==> src/rtl/baud_rate_pkg.sv <==
// rtl/baud_rate_pkg.sv - shared types, constants and bit-timing helpers for the baud_rate receiver
package baud_rate_pkg;

    localparam int DATA_BITS = 8;

    typedef enum logic [1:0] {
        IDLE  = 2'd0,
        START = 2'd1,
        DATA  = 2'd2,
        STOP  = 2'd3
    } rx_state_e;

    function automatic int calc_bit(input int clock_rate, input int baud_rate);
        return clock_rate / baud_rate;
    endfunction

    function automatic int calc_half(input int clock_rate, input int baud_rate);
        return calc_bit(clock_rate, baud_rate) / 2;
    endfunction

endpackage

==> src/rtl/baud_rate_if.sv <==
// rtl/baud_rate_if.sv - serial input and received-byte output bundle for baud_rate
interface baud_rate_if;
    import baud_rate_pkg::*;

    logic                 rx;
    logic                 UART_RX_Ready_Out;
    logic [DATA_BITS-1:0] UART_RX_Data_Out;

    modport master (
        output rx,
        input  UART_RX_Ready_Out,
        input  UART_RX_Data_Out
    );

    modport slave (
        input  rx,
        output UART_RX_Ready_Out,
        output UART_RX_Data_Out
    );

endinterface

==> src/rtl/baud_rate_rx_majority_filter.sv <==
// rtl/baud_rate_rx_majority_filter.sv - 3-tap majority vote on the raw RX pin
module rx_majority_filter (
    input  logic clk,
    input  logic rst,
    input  logic rx_i,
    output logic m_o
);

    logic [2:0] maj_q;

    // Presetting to all ones keeps the filtered line idle-high out of reset
    always_ff @(posedge clk or posedge rst) begin
        if (rst) begin
            maj_q <= 3'b111;
        end else begin
            maj_q <= {maj_q[1:0], rx_i};
        end
    end

    assign m_o = (maj_q[0] & maj_q[1]) | (maj_q[0] & maj_q[2]) | (maj_q[1] & maj_q[2]);

endmodule

==> src/rtl/baud_rate.sv <==
// rtl/baud_rate.sv - oversampling 8N1 UART receiver with one-cycle byte strobe
module baud_rate
    import baud_rate_pkg::*;
#(
    parameter int CLOCK_RATE = 100_000_000,
    parameter int BAUD_RATE  = 9600
) (
    input  logic          clk,
    input  logic          rst,
    baud_rate_if.slave    bus
);

    localparam int BIT    = calc_bit(CLOCK_RATE, BAUD_RATE);
    localparam int HALF   = calc_half(CLOCK_RATE, BAUD_RATE);
    localparam int CW     = $clog2(BIT) + 1;
    localparam int IDX_W  = $clog2(DATA_BITS);

    if (BIT < 4) begin : g_bit_check
        $error("baud_rate: CLOCK_RATE/BAUD_RATE must be at least 4");
    end

    logic                 m;
    rx_state_e            state_q, state_d;
    logic [CW-1:0]        cnt_q, cnt_d;
    logic [IDX_W-1:0]     bit_idx_q, bit_idx_d;
    logic [DATA_BITS-1:0] shreg_q, shreg_d;
    logic [DATA_BITS-1:0] data_q, data_d;
    logic                 ready_q, ready_d;

    rx_majority_filter u_filter (
        .clk  (clk),
        .rst  (rst),
        .rx_i (bus.rx),
        .m_o  (m)
    );

    always_ff @(posedge clk or posedge rst) begin
        if (rst) begin
            state_q   <= IDLE;
            cnt_q     <= '0;
            bit_idx_q <= '0;
            shreg_q   <= '0;
            data_q    <= '0;
            ready_q   <= 1'b0;
        end else begin
            state_q   <= state_d;
            cnt_q     <= cnt_d;
            bit_idx_q <= bit_idx_d;
            shreg_q   <= shreg_d;
            data_q    <= data_d;
            ready_q   <= ready_d;
        end
    end

    // cnt restarts on every state change (and every data bit) so each compare is relative to that event
    always_comb begin
        state_d   = state_q;
        cnt_d     = cnt_q + 1'b1;
        bit_idx_d = bit_idx_q;
        shreg_d   = shreg_q;
        data_d    = data_q;
        ready_d   = 1'b0;
        unique case (state_q)
            IDLE: begin
                if (!m) begin
                    state_d = START;
                    cnt_d   = '0;
                end
            end
            START: begin
                if (cnt_q == CW'(HALF - 1)) begin
                    cnt_d = '0;
                    if (!m) begin
                        state_d   = DATA;
                        bit_idx_d = '0;
                    end else begin
                        state_d = IDLE;
                    end
                end
            end
            DATA: begin
                if (cnt_q == CW'(BIT - 1)) begin
                    cnt_d     = '0;
                    shreg_d   = {m, shreg_q[DATA_BITS-1:1]};
                    bit_idx_d = bit_idx_q + 1'b1;
                    if (bit_idx_q == IDX_W'(DATA_BITS - 1)) begin
                        state_d = STOP;
                    end
                end
            end
            STOP: begin
                if (cnt_q == CW'(BIT - 1)) begin
                    cnt_d   = '0;
                    state_d = IDLE;
                    // A low stop bit is a framing error: the byte is silently dropped
                    if (m) begin
                        data_d  = shreg_q;
                        ready_d = 1'b1;
                    end
                end
            end
            default: state_d = IDLE;
        endcase
    end

    assign bus.UART_RX_Ready_Out = ready_q;
    assign bus.UART_RX_Data_Out  = data_q;

endmodule

==> src/flat_wrapper.sv <==
// flat-port wrapper written by rule: the top's interface ports become plain ports
module baud_rate_flat import baud_rate_pkg::*;
#(
    parameter int CLOCK_RATE = 100_000_000,
    parameter int BAUD_RATE  = 9600
)
  (clk, rst, bus_rx, bus_UART_RX_Ready_Out, bus_UART_RX_Data_Out);
  baud_rate_if bus_i ();
  input  logic clk;
  input  logic rst;
  input wire logic [$bits(bus_i.rx)-1:0] bus_rx;
  output wire logic [$bits(bus_i.UART_RX_Ready_Out)-1:0] bus_UART_RX_Ready_Out;
  output wire logic [$bits(bus_i.UART_RX_Data_Out)-1:0] bus_UART_RX_Data_Out;
  assign bus_i.rx = bus_rx;
  assign bus_UART_RX_Ready_Out = bus_i.UART_RX_Ready_Out;
  assign bus_UART_RX_Data_Out = bus_i.UART_RX_Data_Out;
  baud_rate #(.CLOCK_RATE(CLOCK_RATE), .BAUD_RATE(BAUD_RATE)) u_core (.clk(clk), .rst(rst), .bus(bus_i));
endmodule
==> config.mk <==
export PLATFORM = sky130hd
export DESIGN_NAME = baud_rate_flat
export DESIGN_NICKNAME = d
export VERILOG_FILES = /design/src/rtl/baud_rate_pkg.sv /design/src/rtl/baud_rate_if.sv /design/src/rtl/baud_rate_rx_majority_filter.sv /design/src/rtl/baud_rate.sv /design/src/flat_wrapper.sv
export SDC_FILE = /design/constraint.sdc
export NUM_CORES = 1
export LEC_CHECK = 0
export ABC_AREA = 1
export BUFFER_PORTS_ARGS = -buffer_cell sky130_fd_sc_hd__clkbuf_2
export CAP_MARGIN = 20
export CORE_MARGIN = 2
export CORE_UTILIZATION = 45
export CTS_CLUSTER_SIZE = 14
export DETAILED_ROUTE_END_ITERATION = 7
export HOLD_SLACK_MARGIN = 0.03
export PLACE_DENSITY = 0.69
export SLEW_MARGIN = 40
export SYNTH_ARGS = -nofsm -noshare
export SYNTH_HDL_FRONTEND = slang
export SYNTH_HIERARCHICAL = 1
export SYNTH_SLANG_ARGS = --single-unit
==> constraint.sdc <==
create_clock -name clk -period 4.2 [get_ports clk]
set_input_delay 0.63 -clock clk [delete_from_list [all_inputs] [get_ports clk]]
set_output_delay 0.63 -clock clk [all_outputs]
set_load 0.05 [all_outputs]
# Yosys cells after proc, flatten, opt, wreduce, memory -nomap -nowiden
# Index checks and enable logic that the tools add are counted.
# word_totals
elab_cells	51
out_inout_bits	9
regBits	40
in_bits	3
# classes
bitwise_logic	5
n_reduce_logical	7
muxes	18
addsub	2
n_eq_ne	12
# op_table
op	count
2-to-1 mux 15 bit	3
one-hot mux 15 bit (3 select lines)	1
adder 15 x 1 -> 15 bit (second input constant)	1
equality test 15 x 13 -> 1 bit (second input constant)	1
equality test 15 x 14 -> 1 bit (second input constant)	1
2-to-1 mux 2 bit	6
2-to-1 mux 3 bit	3
inequality test 2 x 1 -> 1 bit (second input constant)	4
one-hot mux 2 bit (4 select lines)	1
one-hot mux 3 bit (2 select lines)	1
AND reduction 5 bit	1
equality test 2 bit (second input constant)	2
inequality test 2 bit (second input constant)	2
AND reduction 4 bit	1
adder 3 x 1 -> 3 bit (second input constant)	1
AND 1 bit	3
equality test 3 bit (second input constant)	1
2-to-1 mux 1 bit	3
AND reduction 3 bit	1
equality test 2 x 1 -> 1 bit (second input constant)	1
zero test 2 bit	1
OR 1 bit	2
AND reduction 2 bit	1
nonzero test 2 bit	1
OR reduction 2 bit	1

# Logic depth before layout (Yosys ltp)
# Gate-level depths: netlist of run 1.
# logic_depth
word_depth	6
ltp_mapped	12
mapped_depth_nobuf	11

# Hierarchy
# The synthesis of run 1 kept the hierarchy.
# modules_own_cells
mod	n_inst	seq_area_each_um2	area_each_um2	cells_per_inst
baud_rate	1	925.9	1964.4	236
rx_majority_filter	1	78.8	103.8	8

# Worst setup path after synthesis of run 1
# OpenSTA, ideal clock, no wires.
# synth_path
kind	reg2reg
start	reg u_core.cnt_q[0]
end	reg u_core.data_q[6] (netlist: u_core/bus.UART_RX_Data_Out[6])
path_stages_with_launch	10
n_path_buf	1
setup_ns	0.119
synth_period_minus_slack_ns	1.562
path_slack_ns	2.638
t_arrival_ns	1.443
cell_sequence	dfrtp_1 -> ha_1 -> nand2_2 -> nor2_4 -> nand4_2 -> nor3_4 -> nand3_4 -> buf_6 -> nand2_2 -> o21ai_2
# synth_between
elab_chain_cells	2
# synth_rtl
element	line	text
from (decl)	baud_rate.sv:24	logic [CW-1:0] cnt_q, cnt_d;
from (signal assigned)	baud_rate.sv:47	cnt_q <= cnt_d;
equality test 15 x 14 -> 1 bit	baud_rate.sv:92	if (cnt_q == CW'(BIT - 1)) begin
AND reduction 3 bit (no line)	--	
to (signal assigned)	baud_rate.sv:50	data_q <= data_d;
to (decl)	baud_rate.sv:27	logic [DATA_BITS-1:0] data_q, data_d;
# No other way between the ends.
# A chain may end at the register's enable or synchronous reset.

# Worst setup path in the final report of run 1
# layout_path
start	reg u_core.cnt_q[0]
end	reg u_core.shreg_q[5]
# layout_between
elab_chain_cells	2
# layout_rtl
element	line	text
equality test 15 x 14 -> 1 bit	baud_rate.sv:82	if (cnt_q == CW'(BIT - 1)) begin
AND reduction 2 bit (no line)	--	
to (signal assigned)	baud_rate.sv:49	shreg_q <= shreg_d;
to (decl)	baud_rate.sv:26	logic [DATA_BITS-1:0] shreg_q, shreg_d;
# No other way between the ends.

==> results.json, run 1 <==
{
  "min-delay-path-class": "input pin to async pin",
  "syn_inst": 244,
  "rsz0062_at_grt": "no",
  "synth.avg_cell_area_sq_um": 8.48,
  "ys_warn_count": 6,
  "slowest_stage": "dfrtp_1",
  "clock_latency_ns": 0.29,
  "place.gp.congestion": 0.861,
  "core_sq_um": 4380,
  "cp.arrival_ns": 1.96,
  "drv_slew": 0,
  "dp_cells": 303,
  "chipWidth_um": 71.8,
  "cp_top_family": "simple AND/OR/NAND/NOR gates",
  "diodes": 0,
  "cp_common_cell": "nand2_2",
  "final_layout_size_suffix_gt1_frac": 0.228,
  "ir_worst_vdd_mv": 0.167,
  "clock_path_buffers": 2,
  "io_pins": 12,
  "cts_tree": "yes",
  "grt_max_degree": 38,
  "tightest_slew_ns": 0.455,
  "r2r_end": "u_core/shreg_q[5]$_DFFE_PP0P_",
  "clock.fmax_mhz": 561,
  "drt_pre_antenna_iters": 4,
  "synth_most_common_cell": "nand2_1",
  "clock-sinks": 40,
  "syn_area_sq_um": 2070,
  "syn2layout_area_growth_pct": 8.65,
  "whs_ns": 0.358,
  "yosys.area.top_type": "dfrtp_1",
  "finalCriticalPeriod_ns": 1.78,
  "overflow": 0,
  "die_h_um": 71.8,
  "reg2reg_depth": 8,
  "crit_buf_inv": 0,
  "max-slew-margin-rel": 0.697,
  "drc": 0,
  "synth_flop_cell": "dfrtp_1",
  "antenna_found_initial": 0,
  "cts_root_buffer": "clkbuf_8",
  "synthesis.nets": 250,
  "dp_hpwl_um": 2490,
  "seq_area_frac_synth": 0.486,
  "cts_resized": 0,
  "synth.distinct_cells": 31,
  "rows": 24,
  "nets": 264,
  "cp_max_fo": 16,
  "drt-vias-per-instance": 4.93,
  "finalHoldViolCount": 0,
  "fin_skew_ns": 0.00688,
  "p_per_area_nw_per_um2": 298,
  "critPathLaunch": "u_core/cnt_q[0]$_DFF_PP0_",
  "gr-usage-all-layers": 0.154,
  "end_kind": "flop",
  "grt_pass1_wl_um": 6190,
  "dieArea_sq_um": 5150,
  "io_buffer_count": 11,
  "wl_per_cell_um": 11.3,
  "cts_buffers": 5,
  "routed_wirelength_um": 3520,
  "synthTopCellsByCount": "nand2_1 (59), dfrtp_1 (37), inv_1 (31)",
  "initial_core_util": 0.472,
  "cts_hold_repair.buffers": 0,
  "synth-edff-count": 0,
  "startpoint_type": "flop",
  "finalCritPeriodShare": 0.425,
  "max_stage_delay_ns": 0.37,
  "status": "finished, final reports clean",
  "fin_setup_tns_ns": 0,
  "setup.worst_path.class": "flop to flop",
  "clk_pin_slew_worst_paths_ns": 0.08,
  "postCtsSetupBuffers": 0,
  "drtAntennaViolNets": 0,
  "synthTopCellsByArea": "dfrtp_1 (45%), nand2_1 (11%), o21ai_2 (6.8%)",
  "drv_cap": 0,
  "cp.required_ns": 4.38,
  "crit_chain": "ha_1 > nand2_2 > nor2_4 > nand4_2 > nor3_4 > nand2_2 > nand2_1 > o21ai_2",
  "r2r_setup_slack_ns": 2.42,
  "stdcell_count": 311,
  "drt_iter0_markers": 33,
  "r2r_start": "u_core/cnt_q[0]$_DFF_PP0_",
  "vias": 1532,
  "p_leak_nw": 1.09,
  "synth_top_area_share": 0.448,
  "async_flop_share": 1.00,
  "synth_seq_cells": 40,
  "grt_pass1_vias": 1408,
  "cts-htree-levels": 2,
  "setup_viol": 0,
  "fill_cells": 428
}
[power breakdown]
group | switching [mW] | internal [mW] | total (mW)
combinational | 0.0103 | 0.00264 | 0.0130
sequential | 0.000941 | 0.387 | 0.388
clock | 0.136 | 0.133 | 0.268
total | 0.147 | 0.523 | 0.670
[metal layers]
layer  vias up  track usage  share of wire
li1        805            -              -
met1       697        0.212           0.51
met2        24        0.229           0.45
met3         6       0.0338          0.031
met4         0       0.0755          0.016
met5         -            0              0
[layout make-up]
| class | instances | area, sq um | area share |
|---|---|---|---|
| inverter | 34 | 128 | 0.0568 |
| clock buffer | 6 | 82.6 | 0.0367 |
| sequential | 40 | 1000 | 0.447 |
| timing repair buffer | 12 | 62.6 | 0.0278 |
| multi-input combinational | 165 | 890 | 0.396 |
| tap | 52 | 65.1 | 0.0290 |
| clock inverter | 2 | 15.0 | 0.00668 |
[logic make-up after synthesis]
family,after synthesis,synth area share
AOI/OAI and AO/OA,26,0.0938
adders and majority gates,3,0.0182
xor gates and xnor gates,1,0.00424
and+or+nand+nor,135,0.314
DFF,40,0.486
buffers and inverters,39,0.0841
[registers in the layout, summed over array words and instances, names as in the netlist, named ones only]
name,cells
u_core/shreg_q,8
u_core/cnt_q,15
u_core/bit_idx_q,3
u_core/u_filter/maj_q,3
u_core/bus.UART_RX_Data_Out,8
u_core/bus.UART_RX_Ready_Out,1
u_core/state_q,1
[per-stage QoR]
stage                     power [mW]   util  setup WS [ns]  instance area, sq um
after global placement         0.410  0.490           2.49                  2150
after global routing           0.696  0.513           2.24                  2250
after CTS                      0.682  0.513           2.41                  2250
final                          0.670  0.513           2.42                  2250
after detailed placement       0.410  0.490           2.43                  2150
after floorplan                0.405      -           2.64                  2070
[placed cells by master (no fill, tap or decap), drive strengths merged, types with 3 or more instances in the layout]
| cell | netlist | layout |
|---|---|---|
| nand2 | 67 | 67 |
| dfrtp | 37 | 37 |
| inv | 34 | 34 |
| nor2 | 29 | 29 |
| o21ai | 21 | 21 |
| nand3 | 20 | 20 |
| clkbuf | 0 | 17 |
| nand4 | 6 | 6 |
| nor3 | 5 | 5 |
| and3 | 4 | 4 |
| a21oi | 3 | 3 |
| ha | 3 | 3 |
| dfstp | 3 | 3 |
[worst max-delay path by stage]
stage          cells after the start                                          to  slack (ns)
6_report                           8               u_core/shreg_q[5]$_DFFE_PP0P_        2.42
3_3_place_gp                       8               u_core/shreg_q[7]$_DFFE_PP0P_        2.49
3_5_place_dp                       8               u_core/shreg_q[5]$_DFFE_PP0P_        2.43
5_1_grt                            8               u_core/shreg_q[2]$_DFFE_PP0P_        2.24
4_1_cts                            8               u_core/shreg_q[5]$_DFFE_PP0P_        2.41
2_1_floorplan                      9  u_core/bus.UART_RX_Data_Out[6]$_DFFE_PP0P_        2.64
No activity file was read; power rests on OpenSTA's default activity.
==> run 2: changes to the inputs <==
--- a/config.mk
+++ b/config.mk
@@ -13,7 +13,7 @@
 export CTS_CLUSTER_SIZE = 14
 export DETAILED_ROUTE_END_ITERATION = 7
 export HOLD_SLACK_MARGIN = 0.03
-export PLACE_DENSITY = 0.69
+export PLACE_DENSITY = 0.71
 export SLEW_MARGIN = 40
 export SYNTH_ARGS = -nofsm -noshare
 export SYNTH_HDL_FRONTEND = slang
==> constraint.sdc (replaced) <==
create_clock -name clk -period 1.55 [get_ports clk]
set_input_delay 0.2325 -clock clk [delete_from_list [all_inputs] [get_ports clk]]
set_output_delay 0.2325 -clock clk [all_outputs]
set_load 0.05 [all_outputs]
==> results.json, run 2 (synthesis results as in run 1) <==
{
  "diodes": 0,
  "clk_pin_slew_worst_paths_ns": 0.08,
  "violations": "negative setup slack",
  "fill_cells": 350,
  "cts_root_buffer": "clkbuf_8",
  "final_common_cell": "nand2_1",
  "max-slew-margin-rel": 0.663,
  "dieArea_sq_um": 5150,
  "grt_max_degree": 38,
  "whs_ns": 0.377,
  "dp_slack_ns": -0.0991,
  "clkPwrFrac": 0.449,
  "grt_pass1_wl_um": 7550,
  "drt-vias-per-instance": 5.06,
  "setup_viol": 35,
  "end_kind": "flop",
  "routed_wirelength_um": 4700,
  "wl_per_cell_um": 13.3,
  "cp.arrival_ns": 1.85,
  "p_int_mw": 1.59,
  "multi_input_area_sq_um": 1020,
  "setup_ws_ns": -0.126,
  "cp_max_fo": 8,
  "die_h_um": 71.8,
  "ir_worst_vdd_mv": 0.527,
  "drt_iter0_markers": 95,
  "min-delay-path-class": "flop to flop",
  "switchingPower_uw": 399,
  "drc": 0,
  "cts_tree": "yes",
  "cp.required_ns": 1.73,
  "cts-htree-levels": 2,
  "r2r_setup_slack_ns": -0.13,
  "finalCritPeriodShare": 1.08,
  "clock_latency_ns": 0.28,
  "syn2layout_area_growth_pct": 33.9,
  "finalCriticalPeriod_ns": 1.68,
  "register_area_sq_um": 1010,
  "p_sw_frac": 0.201,
  "mostFrequentLayoutCells": "nand2_1 (45), buf_4 (36), dfrtp_1 (36)",
  "clock_path_buffers": 2,
  "largest_reg_flops": 15,
  "finalHoldViolCount": 0,
  "antenna_found_initial": 0,
  "initial_core_util": 0.472,
  "clock.fmax_mhz": 597,
  "drv_cap": 0,
  "drtAntennaViolNets": 0,
  "status": "finished, violations left",
  "drv_slew": 0,
  "startpoint_type": "flop",
  "gr-usage-all-layers": 0.187,
  "core_sq_um": 4380,
  "rows": 24,
  "top_register": "u_core/cnt_q",
  "p_leak_nw": 1.36,
  "dp_hpwl_um": 2930,
  "overflow": 0,
  "vias": 1792,
  "tightest_slew_ns": 0.501,
  "clock-sinks": 40,
  "final_layout_size_suffix_gt1_frac": 0.411,
  "nets": 307,
  "rsz0062_at_grt": "yes",
  "fin_skew_ns": 0.00361,
  "pwr-share-comb": 0.022,
  "io_pins": 12,
  "p_per_area_nw_per_um2": 717,
  "io_buffer_count": 11,
  "power_frac_seq": 0.530,
  "chipWidth_um": 71.8,
  "cts_buffers": 5,
  "grt_pass1_vias": 1701,
  "place.gp.congestion": 0.822,
  "setup.worst_path.class": "flop to flop",
  "drt_pre_antenna_iters": 4
}
## run 2: path summary, 6_finish.rpt
kind / startpoint / endpoint / depth (start not counted)
min in group asynchronous: rst / u_core/u_filter/maj_q[0]$_DFF_PP1_ / 3
min reg2reg: u_core/u_filter/maj_q[1]$_DFF_PP1_ / u_core/u_filter/maj_q[2]$_DFF_PP1_ / 0
max: u_core/cnt_q[1]$_DFF_PP0_ / u_core/bus.UART_RX_Data_Out[7]$_DFFE_PP0P_ / 9
max in group asynchronous: rst / u_core/cnt_q[4]$_DFF_PP0_ / 4
max reg2reg: u_core/cnt_q[1]$_DFF_PP0_ / u_core/bus.UART_RX_Data_Out[7]$_DFFE_PP0P_ / 9
min: u_core/u_filter/maj_q[1]$_DFF_PP1_ / u_core/u_filter/maj_q[2]$_DFF_PP1_ / 0
## run 2: power groups by stage
stage	Combinational, mW	Sequential [mW]	Clock [mW]
6_report	0.0432	1.05	0.891
5_1_grt	0.0507	1.05	0.967
2_1_floorplan	0.0254	1.07	0
3_5_place_dp	0.0378	1.07	0
3_3_place_gp	0.0376	1.07	0
4_1_cts	0.0447	1.05	0.916
## run 2: through the flow
step | power [mW] | area (sq um) | util | setup TNS, ns | cells
finish | 1.99 | 2770 | 0.632 | -2.61 | 354
CTS | 2.01 | 2660 | 0.606 | -0.900 | 351
detailed placement | 1.11 | 2400 | 0.549 | -0.806 | 335
floorplan | 1.10 | 2070 | - | 0 | 244
global route | 2.07 | 2770 | 0.632 | -5.83 | 354
global placement | 1.11 | 2400 | 0.549 | -0.202 | 335
## run 2: worst max-delay path, cell delays in order (launching register included)
cell     delay, ns
dfrtp_1       0.43
ha_4          0.18
nand2_4       0.06
nor2_4        0.12
nand4_4       0.09
nor3_4        0.20
buf_6         0.14
nand3_4       0.15
nand2_2       0.14
o21ai_2       0.06
## run 2: repair_timing
item	4_1_cts	5_1_grt
hold buffers	2	0
setup buffers	5	2
hold endpoints to repair	4	0
cloned	1	1
resized for setup	14	21
endpoints found under the setup margin	17	37
pin swaps	9	9
## run 2: layout make-up
type                       count  area share
sequential                    40       0.363
tap                           52      0.0235
inverter                      34      0.0461
timing repair buffer          54       0.155
multi-input combinational    166       0.369
clock buffer                   6      0.0298
clock inverter                 2      0.0140
## run 2: per-layer routing
metal / vias to the layer above / global-route usage / wire length (um)
met1: 853 / 0.249 / 2130
met3: 4 / 0.0464 / 150
met5: - / 0 / 0
met2: 35 / 0.302 / 2380
li1: 900 / - / -
met4: 0 / 0.0566 / 44
